--- config.mk ---
export PLATFORM = sky130hd
export DESIGN_NAME = cnt_distributor_flat
export DESIGN_NICKNAME = d
export VERILOG_FILES = /design/src/rtl/cnt_distributor_pkg.sv /design/src/rtl/cnt_distributor_if.sv /design/src/rtl/cnt_fifo.sv /design/src/rtl/cnt_distributor.sv /design/src/flat_wrapper.sv
export SDC_FILE = /design/constraint.sdc
export NUM_CORES = 1
export LEC_CHECK = 0
export CAP_MARGIN = 15
export CORE_ASPECT_RATIO = 0.75
export CORE_MARGIN = 3
export CORE_UTILIZATION = 45
export CTS_BUF_LIST = sky130_fd_sc_hd__clkbuf_4
export DETAILED_ROUTE_END_ITERATION = 8
export MAX_ROUTING_LAYER = met4
export PLACE_DENSITY = 0.71
export SYNTH_ARGS = -nofsm -noshare
export SYNTH_HDL_FRONTEND = slang
export SYNTH_SLANG_ARGS = --single-unit
--- constraint.sdc ---
create_clock -name CLK -period 1.65 [get_ports CLK]
set_input_delay 0.165 -clock CLK [delete_from_list [all_inputs] [get_ports CLK]]
set_output_delay 0.165 -clock CLK [all_outputs]
set_load 0.005 [all_outputs]
--- src/rtl/cnt_distributor_pkg.sv ---
// Shared defaults and select encodings for the counter distributor.
// Pure definitions: no latency, no backpressure.
package cnt_distributor_pkg;

    localparam int WIDTH_DEF       = 4;
    localparam int DEPTH_DEF       = 2;
    localparam int TALLY_W_DEF     = 8;
    localparam int SYNC_STAGES_DEF = 2;

    localparam logic SEL_CNT1 = 1'b0;
    localparam logic SEL_CNT2 = 1'b1;

    // A one-entry FIFO still needs a one-bit pointer.
    function automatic int ptr_width(input int depth);
        return (depth > 1) ? $clog2(depth) : 1;
    endfunction

endpackage

--- src/rtl/cnt_distributor_if.sv ---
// Counter stream in, two buffered channel streams out, plus tallies and select.
// Valid/ready on every stream; the slave side is the distributor.
interface cnt_distributor_if #(
    parameter int WIDTH   = 4,
    parameter int TALLY_W = 8
);
    logic [WIDTH-1:0]   cnt;
    logic               cnt_valid;
    logic               cnt_ready;
    logic [WIDTH-1:0]   cnt1;
    logic               cnt1_valid;
    logic               cnt1_ready;
    logic [WIDTH-1:0]   cnt2;
    logic               cnt2_valid;
    logic               cnt2_ready;
    logic [TALLY_W-1:0] tally1;
    logic [TALLY_W-1:0] tally2;
    logic               sel;

    modport master (
        output cnt, cnt_valid, cnt1_ready, cnt2_ready,
        input  cnt_ready, cnt1, cnt1_valid, cnt2, cnt2_valid, tally1, tally2, sel
    );

    modport slave (
        input  cnt, cnt_valid, cnt1_ready, cnt2_ready,
        output cnt_ready, cnt1, cnt1_valid, cnt2, cnt2_valid, tally1, tally2, sel
    );
endinterface

--- src/rtl/cnt_fifo.sv ---
// Small synchronous FIFO; pushed word is visible at the head the next cycle.
// Push ignored when full, pop ignored when empty; head reads 0 when empty.
module cnt_fifo
    import cnt_distributor_pkg::*;
#(
    parameter int WIDTH = WIDTH_DEF,
    parameter int DEPTH = DEPTH_DEF
) (
    input  logic             clk,
    input  logic             rst_n,
    input  logic             push_i,
    input  logic             pop_i,
    input  logic [WIDTH-1:0] dat_i,
    output logic [WIDTH-1:0] head_o,
    output logic             full_o,
    output logic             empty_o
);
    localparam int PTR_W = ptr_width(DEPTH);
    localparam int CNT_W = PTR_W + 1;

    logic [WIDTH-1:0] mem_q [DEPTH];
    logic [WIDTH-1:0] mem_d [DEPTH];
    logic [PTR_W-1:0] wr_ptr_q, wr_ptr_d, rd_ptr_q, rd_ptr_d;
    logic [CNT_W-1:0] count_q, count_d;
    logic             do_push, do_pop;

    assign full_o  = (count_q == CNT_W'(DEPTH));
    assign empty_o = (count_q == '0);
    assign head_o  = empty_o ? '0 : mem_q[rd_ptr_q];

    // Full blocks push even with a same-cycle pop: no pass-through.
    assign do_push = push_i & ~full_o;
    assign do_pop  = pop_i & ~empty_o;

    always_comb begin
        mem_d    = mem_q;
        wr_ptr_d = wr_ptr_q;
        rd_ptr_d = rd_ptr_q;
        count_d  = count_q;
        if (do_push) begin
            mem_d[wr_ptr_q] = dat_i;
            wr_ptr_d        = wr_ptr_q + PTR_W'(1);
        end
        if (do_pop) begin
            rd_ptr_d = rd_ptr_q + PTR_W'(1);
        end
        case ({do_push, do_pop})
            2'b10:   count_d = count_q + CNT_W'(1);
            2'b01:   count_d = count_q - CNT_W'(1);
            default: count_d = count_q;
        endcase
    end

    always_ff @(posedge clk or negedge rst_n) begin
        if (!rst_n) begin
            for (int i = 0; i < DEPTH; i++) begin
                mem_q[i] <= '0;
            end
            wr_ptr_q <= '0;
            rd_ptr_q <= '0;
            count_q  <= '0;
        end else begin
            mem_q    <= mem_d;
            wr_ptr_q <= wr_ptr_d;
            rd_ptr_q <= rd_ptr_d;
            count_q  <= count_d;
        end
    end
endmodule

--- src/rtl/cnt_distributor.sv ---
// Steers one counter stream into one of two FIFO channels chosen by synchronized SW; 1-cycle latency.
// CNT_READY is ~full of the selected channel, from registers only; each channel drains independently.
module cnt_distributor
    import cnt_distributor_pkg::*;
#(
    parameter int WIDTH       = WIDTH_DEF,
    parameter int DEPTH       = DEPTH_DEF,
    parameter int TALLY_W     = TALLY_W_DEF,
    parameter int SYNC_STAGES = SYNC_STAGES_DEF
) (
    input  logic               CLK,
    input  logic               RST,
    input  logic               SW,
    cnt_distributor_if.slave   bus
);
    logic [SYNC_STAGES-1:0] sync_q, sync_d;
    logic [TALLY_W-1:0]     tally1_q, tally1_d, tally2_q, tally2_d;
    logic                   sel;
    logic                   full1, full2, empty1, empty2;
    logic                   push, push1, push2;

    // SW is a raw board switch; SEL is its last synchronizer stage.
    assign sync_d = {sync_q[SYNC_STAGES-2:0], SW};
    assign sel    = sync_q[SYNC_STAGES-1];

    assign bus.sel       = sel;
    assign bus.cnt_ready = (sel == SEL_CNT2) ? ~full2 : ~full1;

    assign push  = bus.cnt_valid & bus.cnt_ready;
    assign push1 = push & (sel == SEL_CNT1);
    assign push2 = push & (sel == SEL_CNT2);

    always_comb begin
        tally1_d = tally1_q;
        tally2_d = tally2_q;
        if (push1) tally1_d = tally1_q + TALLY_W'(1);
        if (push2) tally2_d = tally2_q + TALLY_W'(1);
    end

    always_ff @(posedge CLK or negedge RST) begin
        if (!RST) begin
            sync_q   <= '0;
            tally1_q <= '0;
            tally2_q <= '0;
        end else begin
            sync_q   <= sync_d;
            tally1_q <= tally1_d;
            tally2_q <= tally2_d;
        end
    end

    assign bus.tally1     = tally1_q;
    assign bus.tally2     = tally2_q;
    assign bus.cnt1_valid = ~empty1;
    assign bus.cnt2_valid = ~empty2;

    cnt_fifo #(.WIDTH(WIDTH), .DEPTH(DEPTH)) u_fifo1 (
        .clk     (CLK),
        .rst_n   (RST),
        .push_i  (push1),
        .pop_i   (bus.cnt1_ready),
        .dat_i   (bus.cnt),
        .head_o  (bus.cnt1),
        .full_o  (full1),
        .empty_o (empty1)
    );

    cnt_fifo #(.WIDTH(WIDTH), .DEPTH(DEPTH)) u_fifo2 (
        .clk     (CLK),
        .rst_n   (RST),
        .push_i  (push2),
        .pop_i   (bus.cnt2_ready),
        .dat_i   (bus.cnt),
        .head_o  (bus.cnt2),
        .full_o  (full2),
        .empty_o (empty2)
    );
endmodule

--- src/flat_wrapper.sv ---
// flat-port wrapper written by rule: the top's interface ports become plain ports
module cnt_distributor_flat import cnt_distributor_pkg::*;
#(
    parameter int WIDTH       = WIDTH_DEF,
    parameter int DEPTH       = DEPTH_DEF,
    parameter int TALLY_W     = TALLY_W_DEF,
    parameter int SYNC_STAGES = SYNC_STAGES_DEF
)
  (CLK, RST, SW, bus_cnt, bus_cnt_valid, bus_cnt1_ready, bus_cnt2_ready, bus_cnt_ready, bus_cnt1, bus_cnt1_valid, bus_cnt2, bus_cnt2_valid, bus_tally1, bus_tally2, bus_sel);
  cnt_distributor_if #(.WIDTH(WIDTH), .TALLY_W(TALLY_W)) bus_i ();
  input  logic CLK;
  input  logic RST;
  input  logic SW;
  input wire logic [$bits(bus_i.cnt)-1:0] bus_cnt;
  input wire logic [$bits(bus_i.cnt_valid)-1:0] bus_cnt_valid;
  input wire logic [$bits(bus_i.cnt1_ready)-1:0] bus_cnt1_ready;
  input wire logic [$bits(bus_i.cnt2_ready)-1:0] bus_cnt2_ready;
  output wire logic [$bits(bus_i.cnt_ready)-1:0] bus_cnt_ready;
  output wire logic [$bits(bus_i.cnt1)-1:0] bus_cnt1;
  output wire logic [$bits(bus_i.cnt1_valid)-1:0] bus_cnt1_valid;
  output wire logic [$bits(bus_i.cnt2)-1:0] bus_cnt2;
  output wire logic [$bits(bus_i.cnt2_valid)-1:0] bus_cnt2_valid;
  output wire logic [$bits(bus_i.tally1)-1:0] bus_tally1;
  output wire logic [$bits(bus_i.tally2)-1:0] bus_tally2;
  output wire logic [$bits(bus_i.sel)-1:0] bus_sel;
  assign bus_i.cnt = bus_cnt;
  assign bus_i.cnt_valid = bus_cnt_valid;
  assign bus_i.cnt1_ready = bus_cnt1_ready;
  assign bus_i.cnt2_ready = bus_cnt2_ready;
  assign bus_cnt_ready = bus_i.cnt_ready;
  assign bus_cnt1 = bus_i.cnt1;
  assign bus_cnt1_valid = bus_i.cnt1_valid;
  assign bus_cnt2 = bus_i.cnt2;
  assign bus_cnt2_valid = bus_i.cnt2_valid;
  assign bus_tally1 = bus_i.tally1;
  assign bus_tally2 = bus_i.tally2;
  assign bus_sel = bus_i.sel;
  cnt_distributor #(.WIDTH(WIDTH), .DEPTH(DEPTH), .TALLY_W(TALLY_W), .SYNC_STAGES(SYNC_STAGES)) u_core (.CLK(CLK), .RST(RST), .SW(SW), .bus(bus_i));
endmodule
==> summary.md <==
| Metric | Value |
|---|---|
| GRT Util Overall | `17.4%` |
| Netlist area before placement | `1880 sq um` |
| Arrival time reported for the critical path endpoint | `1.43 ns` |
| Slew HR | `64.5%` |
| WP data required | `about 1.5 ns` |
| Maximum level of the CTS H-tree | `2` |
| Number of port buffers | `37` |
| Number of buffers added by the clock tree synthesis step | `5` |
| CTS tree | `yes` |
| Clock-pin transition on the worst setup and hold timing paths | `0.11 ns` |
| Clock tree skew after final layout | `0.0103 ns` |
| Worst voltage drop across the vdd grid | `0.933 mV` |
| Switching part of the total | `33.8%` |
| Peak Freq | `629 MHz` |
| Count of endpoints failing setup in the final report | `0` |
| GR Overflow Total | `0` |
| Total of fill cells in the finished design | `297` |
| Total Die Area | `4990 sq um` |
| Max_cap viols | `0` |
| Detailed placement HPWL | `2.72 mm` |
| Share of final-layout standard cells stronger than drive strength 1 | `28.2%` |
| Initial DRC count | `73` |
| Initial standard-cell utilization of the core | `49.0%` |
| Sequential cell fraction of total power | `42.5%` |
| Via count normalized by instance count | `4.85` |
| Die span in x | `80.6 um` |
| Start of the worst register-to-register path | `u_core.u_fifo1.count_q[0]` |
| Launch point of the worst hold path | `SW` |
| Core area | `3830 sq um` |
| Kind of end point of the critical path | `output port` |
| Area share of the leading cell type in the synthesized netlist | `between 50% and 60%` |
| Die height | `61.9 um` |
| Leak | `1.16 nW` |
| Final WS setup | `0.0599 ns` |
| Antenna violations before repair | `0` |
| Synth Warn # | `0` |
| Internal Power | `2.87 mW` |
| Type of origin of the critical path | `flip-flop` |
| Row Count | `19` |
| Deepest clock path buffer count | `2` |
| Distinct cells, synth | `23` |
| Hold Violations, Final | `0` |
| Clock network power share | `11.4%` |
| Wire length of the first global-routing pass | `6.36 mm` |
| Share of the yosys chip area belonging to registers | `56.0%` |
| Worst-Margin Slew | `about 0.53 ns` |
| Placer Congestion | `0.798` |
| Result of the run | `complete, no violations` |
| Final count of pins violating max slew | `0` |
| Clock Sinks | `between 40 and 50` |
| Remaining antenna violation count after routing | `0` |
| Start-to-end type of the worst setup path | `reg -> out` |
| Reported net switching power | `between 1 and 1.5 mW` |
| Worst-skew pair later-pin latency | `about 0.34 ns` |
| CTS root buf | `clkbuf_4` |
| Per-instance average area after synthesis | `12.6 sq um` |
| First-pass iteration count of the detailed router | `4` |
| Largest net degree at the start of global routing | `43` |
| Total power after layout | `between 4 and 5 mW` |
| Most frequent standard cell in the layout excluding fill and tap cells | `dfrtp_1` |
| Area growth from synthesis to layout | `33.9%` |
| Largest cells by area after synthesis | `dfrtp_1, mux2_2, xnor2_1` |
| Number of design rule violations left after detail routing | `0` |
| Biggest area consumer among synthesized cells | `dfrtp_1` |
| Nets | `222` |
| Share of the clock period used by the worst path after layout | `96.4%` |
| Most frequent cells in the layout | `dfrtp_1, clkdlybuf4s50_1, mux2_2` |
| Synth Net Count | `approximately 160` |
| Average wire per cell in the routed design | `14.4 um` |
| I/O Pins | `38` |
| FF+latch count, synth | `42` |
| Pre-CTS setup slack | `-0.0687 ns` |
| Vias after detailed routing | `1266` |
| Antenna fix cells | `0` |
| Time the worst path needs with I/O delays and setup | `about 1.6 ns` |
| Kind of path behind the tightest hold check | `in -> reg` |
| Vias in the first global route | `1322` |
| Power per cell area | `1720 nW/um^2` |
| Synthesized instance count | `approximately 150` |
| Comb power frac | `between 40% and 50%` |
| Setup crit start | `u_core.u_fifo2.count_q[0]` |
| Aggregate routed wire length | `3.75 mm` |
| Unrepaired setup endpoints after global routing | `true` |
| Setup Total Neg Slack | `0 ns` |
| Biggest fanout along the worst timing path | `4` |
==> cell type report <==
| cell class | count | area [sq um] | share of cell area (%) |
|---|---|---|---|
| Tap cell | 52 | 65.1 | 2.59 |
| Multi-Input combinational cell | 99 | 801 | 31.9 |
| Inverter | 4 | 22.5 | 0.896 |
| Clock inverter | 2 | 8.76 | 0.349 |
| Sequential cell | 42 | 1050 | 41.9 |
| Clock buffer | 6 | 45.0 | 1.79 |
| Timing Repair Buffer | 56 | 517 | 20.6 |
==> cells in the mapped netlist <==
| cell | count |
|---|---|
| mux2_2 | 17 |
| nand4_1 | 5 |
| mux2i_1 | 8 |
| buf_4 | 1 |
| nor2b_1 | 2 |
| nor3_1 | 2 |
| inv_6 | 1 |
| and3b_1 | 1 |
| xor2_1 | 8 |
| buf_6 | 1 |
| inv_1 | 2 |
| nor2_4 | 2 |
| nand2b_1 | 2 |
| xnor2_1 | 16 |
| dfrtp_1 | 42 |
| nand2_1 | 13 |
| nand3_1 | 2 |
| nor4_4 | 1 |
| inv_4 | 1 |
| clkbuf_1 | 2 |
| nor2_1 | 13 |
| ha_1 | 4 |
| and3_1 | 3 |
==> sequential cells by signal, indices dropped and copies added (netlist names) <==
signal	cells
u_core.bus.tally2	8
u_core.u_fifo2.mem_q	8
u_core.bus.tally1	8
u_core.u_fifo1.count_q	2
u_core.u_fifo1.wr_ptr_q	1
u_core.u_fifo1.rd_ptr_q	1
u_core.sync_q	2
u_core.u_fifo2.count_q	2
u_core.u_fifo1.mem_q	8
u_core.u_fifo2.rd_ptr_q	1
u_core.u_fifo2.wr_ptr_q	1
==> metrics by stage <==
stage	instances	hold WS, ns	util, %	cell area, sq um
2_1_floorplan	149	-0.131	-	1880
3_3_place_gp	245	0.253	61.8	2360
3_5_place_dp	245	0.267	61.8	2360
4_1_cts	257	0.255	64.2	2460
5_1_grt	261	0.250	65.6	2510
6_report	261	0.265	65.6	2510
==> final timing paths <==
check / slack (ns) / endpoint / depth (start not counted)
worst max-delay path: 0.06 / bus_cnt2[1] / 6
worst min-delay path: 0.26 / u_core.sync_q[0] / 1
worst max register to register: 0.08 / u_core.u_fifo1.count_q[1] / 6
worst min register to register: 0.38 / u_core.sync_q[1] / 0
max in group asynchronous: 0.85 / u_core.u_fifo1.rd_ptr_q / 3
min in group asynchronous: 0.42 / u_core.bus.tally2[0] / 3
==> worst max-delay path, cell delays in order, from the launching register on <==
cell and delay, ns:
dfrtp_1 0.37, buf_6 0.12, nor2_4 0.03, buf_6 0.12, buf_4 0.13, nor2_1 0.11, clkdlybuf4s15_1 0.21
==> power by group through the flow <==
stage	clock, mW	combinational [mW]	sequential, mW
global placement	0	1.86	1.83
finish	0.493	2.00	1.84
global route	0.559	2.20	1.90
CTS	0.516	1.91	1.83
detailed placement	0	1.91	1.85
floorplan	0	1.02	1.75
==> cells by family after synthesis <==
family        synth area share, %
mux                          14.5
xor+xnor                     11.2
flops                        56.0
simple gates                 13.1
fa+ha+maj                    2.67
buf+inv                      2.60
==> routing by layer <==
layer	GRT usage (%)	share of wire, %	wire, um	vias up
met1	22.9	50	1870	621
met5	-	0	0	-
met4	6.75	0.51	19	0
li1	-	-	-	619
met3	4.76	4.0	149	2
met2	25.9	46	1710	24
==> what timing repair did <==
item                                    4_1_cts  5_1_grt
endpoints found under the setup margin       11       19
setup buffers                                 3        4
endpoints found under the hold margin        42        0
hold buffers                                  1        0
pin swaps                                     0        2
resized for setup                            13       20
Note: power is estimated with default switching activity, not from simulation.
